### config.mk
export PLATFORM = sky130hd
export DESIGN_NAME = seq_decoder_flat
export DESIGN_NICKNAME = d
export VERILOG_FILES = /design/src/rtl/seq_decoder_if.sv /design/src/rtl/seq_decoder.sv /design/src/flat_wrapper.sv
export SDC_FILE = /design/constraint.sdc
export NUM_CORES = 1
export LEC_CHECK = 0
export BUFFER_PORTS_ARGS = -buffer_cell sky130_fd_sc_hd__buf_2
export CAP_MARGIN = 20
export CORE_AREA = 2 2 39 41
export DETAILED_ROUTE_END_ITERATION = 8
export DIE_AREA = 0 0 41 43
export PLACE_DENSITY = 0.59
export SLEW_MARGIN = 10
export SYNTH_ARGS = -nofsm -noshare
export SYNTH_HDL_FRONTEND = slang
export SYNTH_SLANG_ARGS = --single-unit
### constraint.sdc
create_clock -name clk -period 1.5 [get_ports clk]
set_input_delay 0.225 -clock clk [delete_from_list [all_inputs] [get_ports clk]]
set_output_delay 0.225 -clock clk [all_outputs]
set_load 0.01 [all_outputs]
### src/rtl/seq_decoder_if.sv
// seq_decoder_if: bundles the decoder's control inputs and select outputs.
// Optional feature macro: SEQ_DECODER_DIR_EN adds the scan direction signal dir.
interface seq_decoder_if #(
  parameter int ADDR_WIDTH = 2
);
  localparam int OUT_WIDTH = 32'd1 << ADDR_WIDTH;

  logic                  enable;
  logic                  mode;
  logic                  load;
  logic [ADDR_WIDTH-1:0] addr;
`ifdef SEQ_DECODER_DIR_EN
  logic                  dir;
`endif
  logic [OUT_WIDTH-1:0]  out;
  logic [ADDR_WIDTH-1:0] cur_addr;
  logic                  wrap;

`ifdef SEQ_DECODER_DIR_EN
  modport master (output enable, mode, load, addr, dir, input out, cur_addr, wrap);
  modport slave  (input enable, mode, load, addr, dir, output out, cur_addr, wrap);
`else
  modport master (output enable, mode, load, addr, input out, cur_addr, wrap);
  modport slave  (input enable, mode, load, addr, output out, cur_addr, wrap);
`endif
endinterface

### src/rtl/seq_decoder.sv
// seq_decoder: registered N-to-2^N one-hot decoder with a scan pointer that
// steps through the outputs one per fire, wrapping at the top address.
// Optional feature macro: SEQ_DECODER_DIR_EN (adds dir; dir=1 scans downward).
module seq_decoder #(
  parameter int ADDR_WIDTH = 2
) (
  input logic          clk,
  input logic          reset,
  seq_decoder_if.slave bus
);
  localparam int OUT_WIDTH = 32'd1 << ADDR_WIDTH;
  localparam logic [ADDR_WIDTH-1:0] PTR_ZERO = {ADDR_WIDTH{1'b0}};
  localparam logic [ADDR_WIDTH-1:0] PTR_ONE  = ADDR_WIDTH'(32'd1);
  localparam logic [ADDR_WIDTH-1:0] PTR_TOP  = {ADDR_WIDTH{1'b1}};
  localparam logic [OUT_WIDTH-1:0]  OUT_ZERO = {OUT_WIDTH{1'b0}};

  logic [ADDR_WIDTH-1:0] ptr_r;
  logic [ADDR_WIDTH-1:0] ptr_nxt_s;
  logic [OUT_WIDTH-1:0]  out_r;
  logic [OUT_WIDTH-1:0]  out_nxt_s;
  logic                  wrap_r;
  logic                  wrap_nxt_s;

  function automatic logic [OUT_WIDTH-1:0] onehot(input logic [ADDR_WIDTH-1:0] a);
    logic [OUT_WIDTH-1:0] v;
    v    = OUT_ZERO;
    v[a] = 1'b1;
    return v;
  endfunction

  // Next-state decode: load beats disable, disable beats any fire.
  always_comb begin
    ptr_nxt_s  = ptr_r;
    out_nxt_s  = OUT_ZERO;
    wrap_nxt_s = 1'b0;
    if (bus.mode && bus.load) begin
      // Pointer load never fires, whatever enable says.
      ptr_nxt_s = bus.addr;
    end else if (!bus.enable) begin
      ptr_nxt_s = ptr_r;
      out_nxt_s = OUT_ZERO;
    end else if (!bus.mode) begin
      // Direct decode leaves the scan pointer untouched so a scan can resume.
      out_nxt_s = onehot(bus.addr);
    end else begin
      out_nxt_s = onehot(ptr_r);
`ifdef SEQ_DECODER_DIR_EN
      if (bus.dir) begin
        ptr_nxt_s  = ptr_r - PTR_ONE;
        wrap_nxt_s = (ptr_r == PTR_ZERO);
      end else begin
        ptr_nxt_s  = ptr_r + PTR_ONE;
        wrap_nxt_s = (ptr_r == PTR_TOP);
      end
`else
      ptr_nxt_s  = ptr_r + PTR_ONE;
      wrap_nxt_s = (ptr_r == PTR_TOP);
`endif
    end
  end

  // State and output registers with synchronous reset.
  always_ff @(posedge clk) begin
    if (reset) begin
      ptr_r  <= PTR_ZERO;
      out_r  <= OUT_ZERO;
      wrap_r <= 1'b0;
    end else begin
      ptr_r  <= ptr_nxt_s;
      out_r  <= out_nxt_s;
      wrap_r <= wrap_nxt_s;
    end
  end

  assign bus.out      = out_r;
  assign bus.cur_addr = ptr_r;
  assign bus.wrap     = wrap_r;
endmodule
### src/flat_wrapper.sv
// flat-port wrapper written by rule: the top's interface ports become plain ports
module seq_decoder_flat 
#(
  parameter int ADDR_WIDTH = 2
)
  (clk, reset, bus_enable, bus_mode, bus_load, bus_addr, bus_out, bus_cur_addr, bus_wrap);
  seq_decoder_if #(.ADDR_WIDTH(ADDR_WIDTH)) bus_i ();
  input logic clk;
  input logic reset;
  input wire logic [$bits(bus_i.enable)-1:0] bus_enable;
  input wire logic [$bits(bus_i.mode)-1:0] bus_mode;
  input wire logic [$bits(bus_i.load)-1:0] bus_load;
  input wire logic [$bits(bus_i.addr)-1:0] bus_addr;
  output wire logic [$bits(bus_i.out)-1:0] bus_out;
  output wire logic [$bits(bus_i.cur_addr)-1:0] bus_cur_addr;
  output wire logic [$bits(bus_i.wrap)-1:0] bus_wrap;
  assign bus_i.enable = bus_enable;
  assign bus_i.mode = bus_mode;
  assign bus_i.load = bus_load;
  assign bus_i.addr = bus_addr;
  assign bus_out = bus_i.out;
  assign bus_cur_addr = bus_i.cur_addr;
  assign bus_wrap = bus_i.wrap;
  seq_decoder #(.ADDR_WIDTH(ADDR_WIDTH)) u_core (.clk(clk), .reset(reset), .bus(bus_i));
endmodule
# After elaboration in Yosys (flattened, before gate mapping)
# Cells that the tools add are included.
# word_totals
output_inout_bits,7
reg_bits,7
input_bits,7
wordCells,27
# classes
magnitude_cmp,4
n_addsub,1
eq_ne,1
n_reduce_logical,8
mux,8
n_bitwise,2
# op_table
operator,count
"2-bit by 3-bit < comparator with 1-bit output, second input constant",2
2-bit two-way mux,3
1-bit demux with 2-bit select,2
"2-bit by 1-bit greater-or-equal comparator with 1-bit output, second input constant",2
4-bit two-way mux,1
2-bit nonzero test,2
4-bit OR reduction,1
1-bit logical AND,3
3-bit OR reduction,1
"2-bit by 1-bit adder with 2-bit output, second input constant",1
"2-bit equality test, second input constant",1
1-bit two-way mux,2
1-bit inverter,2
2-bit AND reduction,1

# Depth between registers and ports, before layout
# Gate-level depths: netlist (run 1).
# logic_depth
depth_word,5
mapped_depth,4
ltp_nobuf,4

# Worst setup path after synthesis (run 1)
# OpenSTA, ideal clock, no wires.
# synth_path
path_type,reg-to-reg
from,register u_core.ptr_r[0] (netlist: u_core.bus.cur_addr[0])
to,register u_core.ptr_r[1] (netlist: u_core.bus.cur_addr[1])
path_buffers,0
path_stages_with_launch,5
arrival_ns,1.101
period_less_slack_ns,1.188
setup_slack_ns,0.312
required_ns,1.414
cell_sequence,dfxtp_1 > inv_1 > ha_1 > o22ai_2 > a221oi_2
# synth_via
elab_chain_len,4
# synth_rtl
item,line_no,source
"start, declared",seq_decoder.sv:17,logic [ADDR_WIDTH-1:0] ptr_r;
"start signal, assigned",seq_decoder.sv:69,ptr_r <= ptr_nxt_s;
2-bit by 1-bit adder with 2-bit output,seq_decoder.sv:56,ptr_nxt_s = ptr_r + PTR_ONE;
2-bit two-way mux,seq_decoder.sv:42,end else if (!bus.mode) begin
2-bit two-way mux,seq_decoder.sv:39,end else if (!bus.enable) begin
2-bit two-way mux,seq_decoder.sv:36,if (bus.mode && bus.load) begin
# No other way between the ends. The select of a mux whose other input is x is not followed.
# A chain may end at the register's enable or synchronous reset.

# Worst setup path in the final report (run 1)
# Ends and elaborated chain as after synthesis.

==> results of run 1 <==
-- cell type report --
class | instances | area share
multi-input cells | 27 | 0.428
clock buffers | 4 | 0.0572
well taps | 16 | 0.0436
flip-flops and latches | 7 | 0.305
repair buffers | 13 | 0.142
inverters | 3 | 0.0245
-- cell usage in the layout (no fill, tap or decap) --
cell type	netlist	layout
dfxtp_1	7	7
a221oi_2	1	1
a41oi_1	1	1
nor3_1	1	1
clkbuf_4	0	3
nand2_1	2	2
nand2b_1	1	1
inv_1	3	3
a31oi_1	1	1
o22ai_2	1	1
and3_1	1	1
ha_1	4	4
nand3b_1	1	1
nor3b_1	1	1
clkbuf_1	0	1
or2b_1	1	1
buf_2	0	13
nor2_1	5	5
a21oi_1	3	3
and2b_4	1	1
o21ai_1	1	1
a22oi_1	1	1
-- flip-flops by register name, summed over array words and instances, names as in the netlist --
name / flops
u_core.bus.wrap: 1
u_core.bus.cur_addr: 2
u_core.bus.out: 4
-- power breakdown --
| group | internal (uW) | switching [uW] |
|---|---|---|
| clock network | 102 | 70.7 |
| registers | 193 | 4.86 |
| logic | 30.1 | 36.6 |
| total | 325 | 112 |
-- kinds of logic (layout without fill, tap and decap cells) --
kind of cell | Yosys count | in the layout | share of synthesized area
buf+inv | 4 | 20 | 0.0627
simple gates | 14 | 14 | 0.213
compound gates | 9 | 9 | 0.195
flops | 7 | 7 | 0.390
fa+ha+maj | 4 | 4 | 0.139
-- worst max-delay path, cell delays in order, from the launching register on --
cell	delay, ps
dfxtp_1	400
inv_1	100
ha_1	300
o22ai_2	80
a221oi_2	260
-- layer usage --
layer | global-route usage | part of all wire | vias up
li1 | - | - | 163
met1 | 0.129 | 0.46 | 122
met2 | 0.128 | 0.41 | 14
met3 | 0.0785 | 0.12 | 3
met4 | 0.0600 | 0.015 | 0
met5 | 0 | 0 | -
-- final timing paths --
kind / endpoint / slack, ps / depth (start not counted)
worst max-delay path: u_core.bus.cur_addr[1] / 280 / 4
worst min-delay path: u_core.bus.cur_addr[1] / 160 / 2
worst max register to register: u_core.bus.cur_addr[1] / 280 / 4
worst min register to register: u_core.bus.cur_addr[0] / 520 / 2
-- per-stage QoR --
stage | worst slack, ps | cells | power, uW | util | cell area, sq um
final | 284 | 70 | 437 | 0.332 | 459
after global routing | 188 | 70 | 470 | 0.332 | 459
after floorplan | 312 | 38 | 245 | - | 359
after detailed placement | 283 | 66 | 269 | 0.313 | 433
after global placement | 297 | 66 | 269 | 0.313 | 433
after CTS | 254 | 70 | 448 | 0.332 | 459
==> metrics.md, run 1 <==
| Metric | Value |
|---|---|
| First-pass GRT wire length | 1160 um |
| Synth top area share | 0.390 |
| Fmax | 823 MHz |
| Post-synthesis cell type count | 20 |
| Worst clock skew | 3.26 ps |
| P_leak | 0.000217 uW |
| Yosys Warn Count | 0 |
| Worst-case clock buffer depth | 2 |
| Initial antenna violation count | 0 |
| DRC violations left | 0 |
| Critical path fanouts, max | 5 |
| Wirelength per Cell | just under 10 um |
| Syn_area_per_cell | 9.45 sq um |
| Synthesized flop and latch total | 7 |
| R2R Path Start | u_core.bus.cur_addr[0] |
| CP Class | reg -> reg |
| Most common library cells after synthesis | dfxtp_1, nor2_1, ha_1 |
| Post-synth EDFFs | 0 |
| Fill count | 159 |
| Drt via density | 4.31 |
| Clk_lat worst skew | 250 ps |
| Arrival @ worst endpoint | roughly 1400 ps |
| Gr ovfl total | 0 |
| Max-cap violations | 0 |
| DIE AREA | 1760 sq um |
| Fin crit share | 0.811 |
| Peak VDD IR | 0.358 mV |
| ANT nets after route | 0 |
| CP required | 1670 ps |
| Storage element area | 140 sq um |
| Chip Height | 43 um |
| Slew headroom | 0.864 |
| Mapped Area | 359 sq um |
| Multi-input gate area | 196 sq um |
| Die Span X | 41 um |
| Post-synthesis sequential area ratio | 0.390 |
| Gp weighted congestion | around 0.80 |
| Total negative setup slack | 0 ps |
| Largest net degree at the start of global routing | 11 |
| Setup bufs post-CTS | 0 |
| Final Hold Fails | 0 |
| Row Count | 14 |
| Post_cts resized | 0 |
| Count leader, synth | dfxtp_1 |
| Critical path capture point type | flip-flop |
| Syn nets | 49 |
| DP HPWL | between 500 and 600 um |
| CTS HTree Levels | 1 |
| Min cycle time layout | 1220 ps |
| CTS buffer count | 3 |
| CP startpoint | u_core.bus.cur_addr[0] |
| Hold buffer count at CTS | 0 |
| DR vias | a little over 300 |
| Main area contributors after synthesis | dfxtp_1, ha_1, nor2_1 |
| Drt pass-1 iters | 4 |
| Clock Root Buffer | clkbuf_4 |
| CTS tree | built |
| Starting density of the core | 0.259 |
| Outcome | finished, final reports clean |
| PortBufs | 13 |
| Pins Over Slew Limit | 0 |
| Pwr Density | 952 nW/um^2 |
| Iteration-0 DRC Markers | 7 |
| Vias in the first global route | 251 |
| # clock sinks | 7 |
| GRT Resource Usage Total | 0.106 |
| Share of cells above drive strength 1 | 0.352 |
| Startpoint Class | flip-flop |
| Ports | 14 |
| Layout net count | 66 |
| HP Start | reset |
| Ant diodes | 0 |
| Ys flop type | dfxtp_1 |
| Largest area contributor in the netlist | dfxtp_1 |
| Worst Max-Slew Pin Slew | slightly above 200 ps |
| RSZ-0062 raised after global routing | no |
| WHS | 156 ps |
| Clock slew at reported path FFs | 50 ps |
| Final Setup Violations | 0 |
| Area growth, synth to finish | 27.9% |
| Routed WL | 681 um |
| Asr flop ratio synth | 0 |
| Core Box Area | 1380 sq um |
| HP Class | in -> reg |
| Syn Inst Count | 38 |
Note: power is estimated with default switching activity, not from simulation.
==> run 2, diff against run 1 <==
Settings changed: PLACE_DENSITY 0.59 to 0.61.
Clock period 1.5 ns to 1.06 ns, I/O delays scaled along.
==> metrics.md, run 2 (synthesized netlist as in run 1, its figures left out) <==
| Metric | Value |
|---|---|
| Outcome | finished, final reports clean |
| Wirelength per Cell | 10.2 um |
| RSZ-0062 raised after global routing | yes |
| Clock slew at reported path FFs | 60 ps |
| CP Class | reg -> out |
| Fill count | between 100 and 150 |
| Largest register FFs | 4 |
| WHS | 69.6 ps |
| Final Setup Violations | 0 |
| Total negative setup slack | 0 ps |
| Int Power | 484 uW |
| Drt pass-1 iters | 3 |
| Peak VDD IR | 0.715 mV |
| Share of cells above drive strength 1 | 0.483 |
| DP HPWL | 568 um |
| Register share of total power | 0.423 |
| Final Core Density | 0.381 |
| Core Box Area | 1380 sq um |
| Fin crit share | 0.967 |
| Min cycle time layout | slightly above 1000 ps |
| Worst Max-Slew Pin Slew | 203 ps |
| Starting density of the core | 0.259 |
| PortBufs | 13 |
| Gr ovfl total | 0 |
| # clock sinks | 7 |
| Part of the power in combinational logic | 0.197 |
| Sw Ratio | 0.267 |
| Layout net count | 70 |
| Final Hold Fails | 0 |
| DRC violations left | 0 |
| Worst-case clock buffer depth | 2 |
| Iteration-0 DRC Markers | 5 |
| Startpoint Class | flip-flop |
| ANT nets after route | 0 |
| Ports | 14 |
| Pwr Density | between 1000 and 1500 nW/um^2 |
| Most frequent cells in the layout | buf_2, nor2_1, dfxtp_1 |
| CTS buffer count | 3 |
| Clock network fraction of design power | 0.381 |
| Chip Height | 43 um |
| PnR Total Power | 660 uW |
| Worst clock skew | 6.32 ps |
| Max-cap violations | 0 |
| Hold buffer count at CTS | 0 |
| Critical path capture point type | primary output |
| Commonest non-fill, non-tap cell in the layout | buf_2 |
| Initial antenna violation count | 0 |
| Routed WL | 757 um |
| Slew headroom | 0.864 |
| CTS HTree Levels | 1 |
| Arrival @ worst endpoint | about 870 ps |
| Vias in the first global route | 290 |
| Clock Root Buffer | clkbuf_4 |
| Largest net degree at the start of global routing | 11 |
| DR vias | 334 |
| Pins Over Slew Limit | 0 |
| Fmax | 976 MHz |
| CTS tree | built |
| First-pass GRT wire length | 1160 um |
| Die Span X | 41 um |
| CP required | 900 ps |
| Critical path fanouts, max | 4 |
| Ant diodes | 0 |
| P_leak | 0.000241 uW |
| Clk_lat worst skew | 260 ps |
| GRT Resource Usage Total | 0.107 |
| Psw | 176 uW |
| Drt via density | 4.51 |
| Gp weighted congestion | 0.723 |
| Row Count | 14 |
| DIE AREA | 1760 sq um |
| HP Class | in -> reg |
| Area growth, synth to finish | 46.7% |
-- run 2: cell count changes in the layout (fill, tap and decap cells not counted), sizes merged --
cell	delta
buf	+4
-- run 2: per-layer routing --
layer  vias to the layer above  share of wire  GRT usage
met5                         -              0          0
met4                         0          0.032     0.0800
met3                         5           0.10     0.0785
met2                        12           0.45      0.138
met1                       145           0.41      0.113
li1                        172              -          -
-- run 2: what timing repair did --
action / CTS / global route
setup buffers: 0 / 1
setup endpoints to repair: 0 / 2
gates resized for setup: 0 / 4
hold endpoints to repair: 0 / 0
-- run 2: power groups by stage --
| stage | registers, uW | clock network [uW] | logic, uW |
|---|---|---|---|
| 6_report | 279 | 251 | 130 |
| 5_1_grt | 281 | 281 | 145 |
| 4_1_cts | 277 | 262 | 119 |
| 3_5_place_dp | 283 | 0 | 118 |
| 3_3_place_gp | 282 | 0 | 118 |
| 2_1_floorplan | 291 | 0 | 62.7 |
-- run 2: layout make-up --
type | count | area (sq um) | area share
clock buffer | 4 | 26.3 | 0.0499
inverter | 3 | 16.3 | 0.0309
multi-input combinational | 27 | 209 | 0.397
sequential | 7 | 148 | 0.280
tap | 16 | 20.0 | 0.0380
timing repair buffer | 17 | 108 | 0.204
-- run 2: path summary, 6_finish.rpt --
| path | start | to | slack (ps) | cells past startpoint |
|---|---|---|---|---|
| worst max-delay path | u_core.bus.cur_addr[0] | bus_cur_addr[0] | 40 | 2 |
| worst min-delay path | reset | u_core.bus.cur_addr[1] | 70 | 2 |
| worst max register to register | u_core.bus.cur_addr[0] | u_core.bus.cur_addr[1] | 50 | 4 |
| worst min register to register | u_core.bus.cur_addr[1] | u_core.bus.cur_addr[1] | 600 | 3 |
-- run 2: per-stage QoR --
step | setup slack, ps | std cells | cell area (sq um)
after floorplan | 1.35 | 38 | 379
after global placement | 39.0 | 69 | 475
after detailed placement | 26.4 | 69 | 475
after CTS | 13.7 | 73 | 502
after global routing | -6.85 | 74 | 527
final | 35.0 | 74 | 527
-- run 2: worst max-delay path, stage by stage, from the launching register on --
cell,delay (ps)
dfxtp_4,350
buf_4,150
buf_6,110
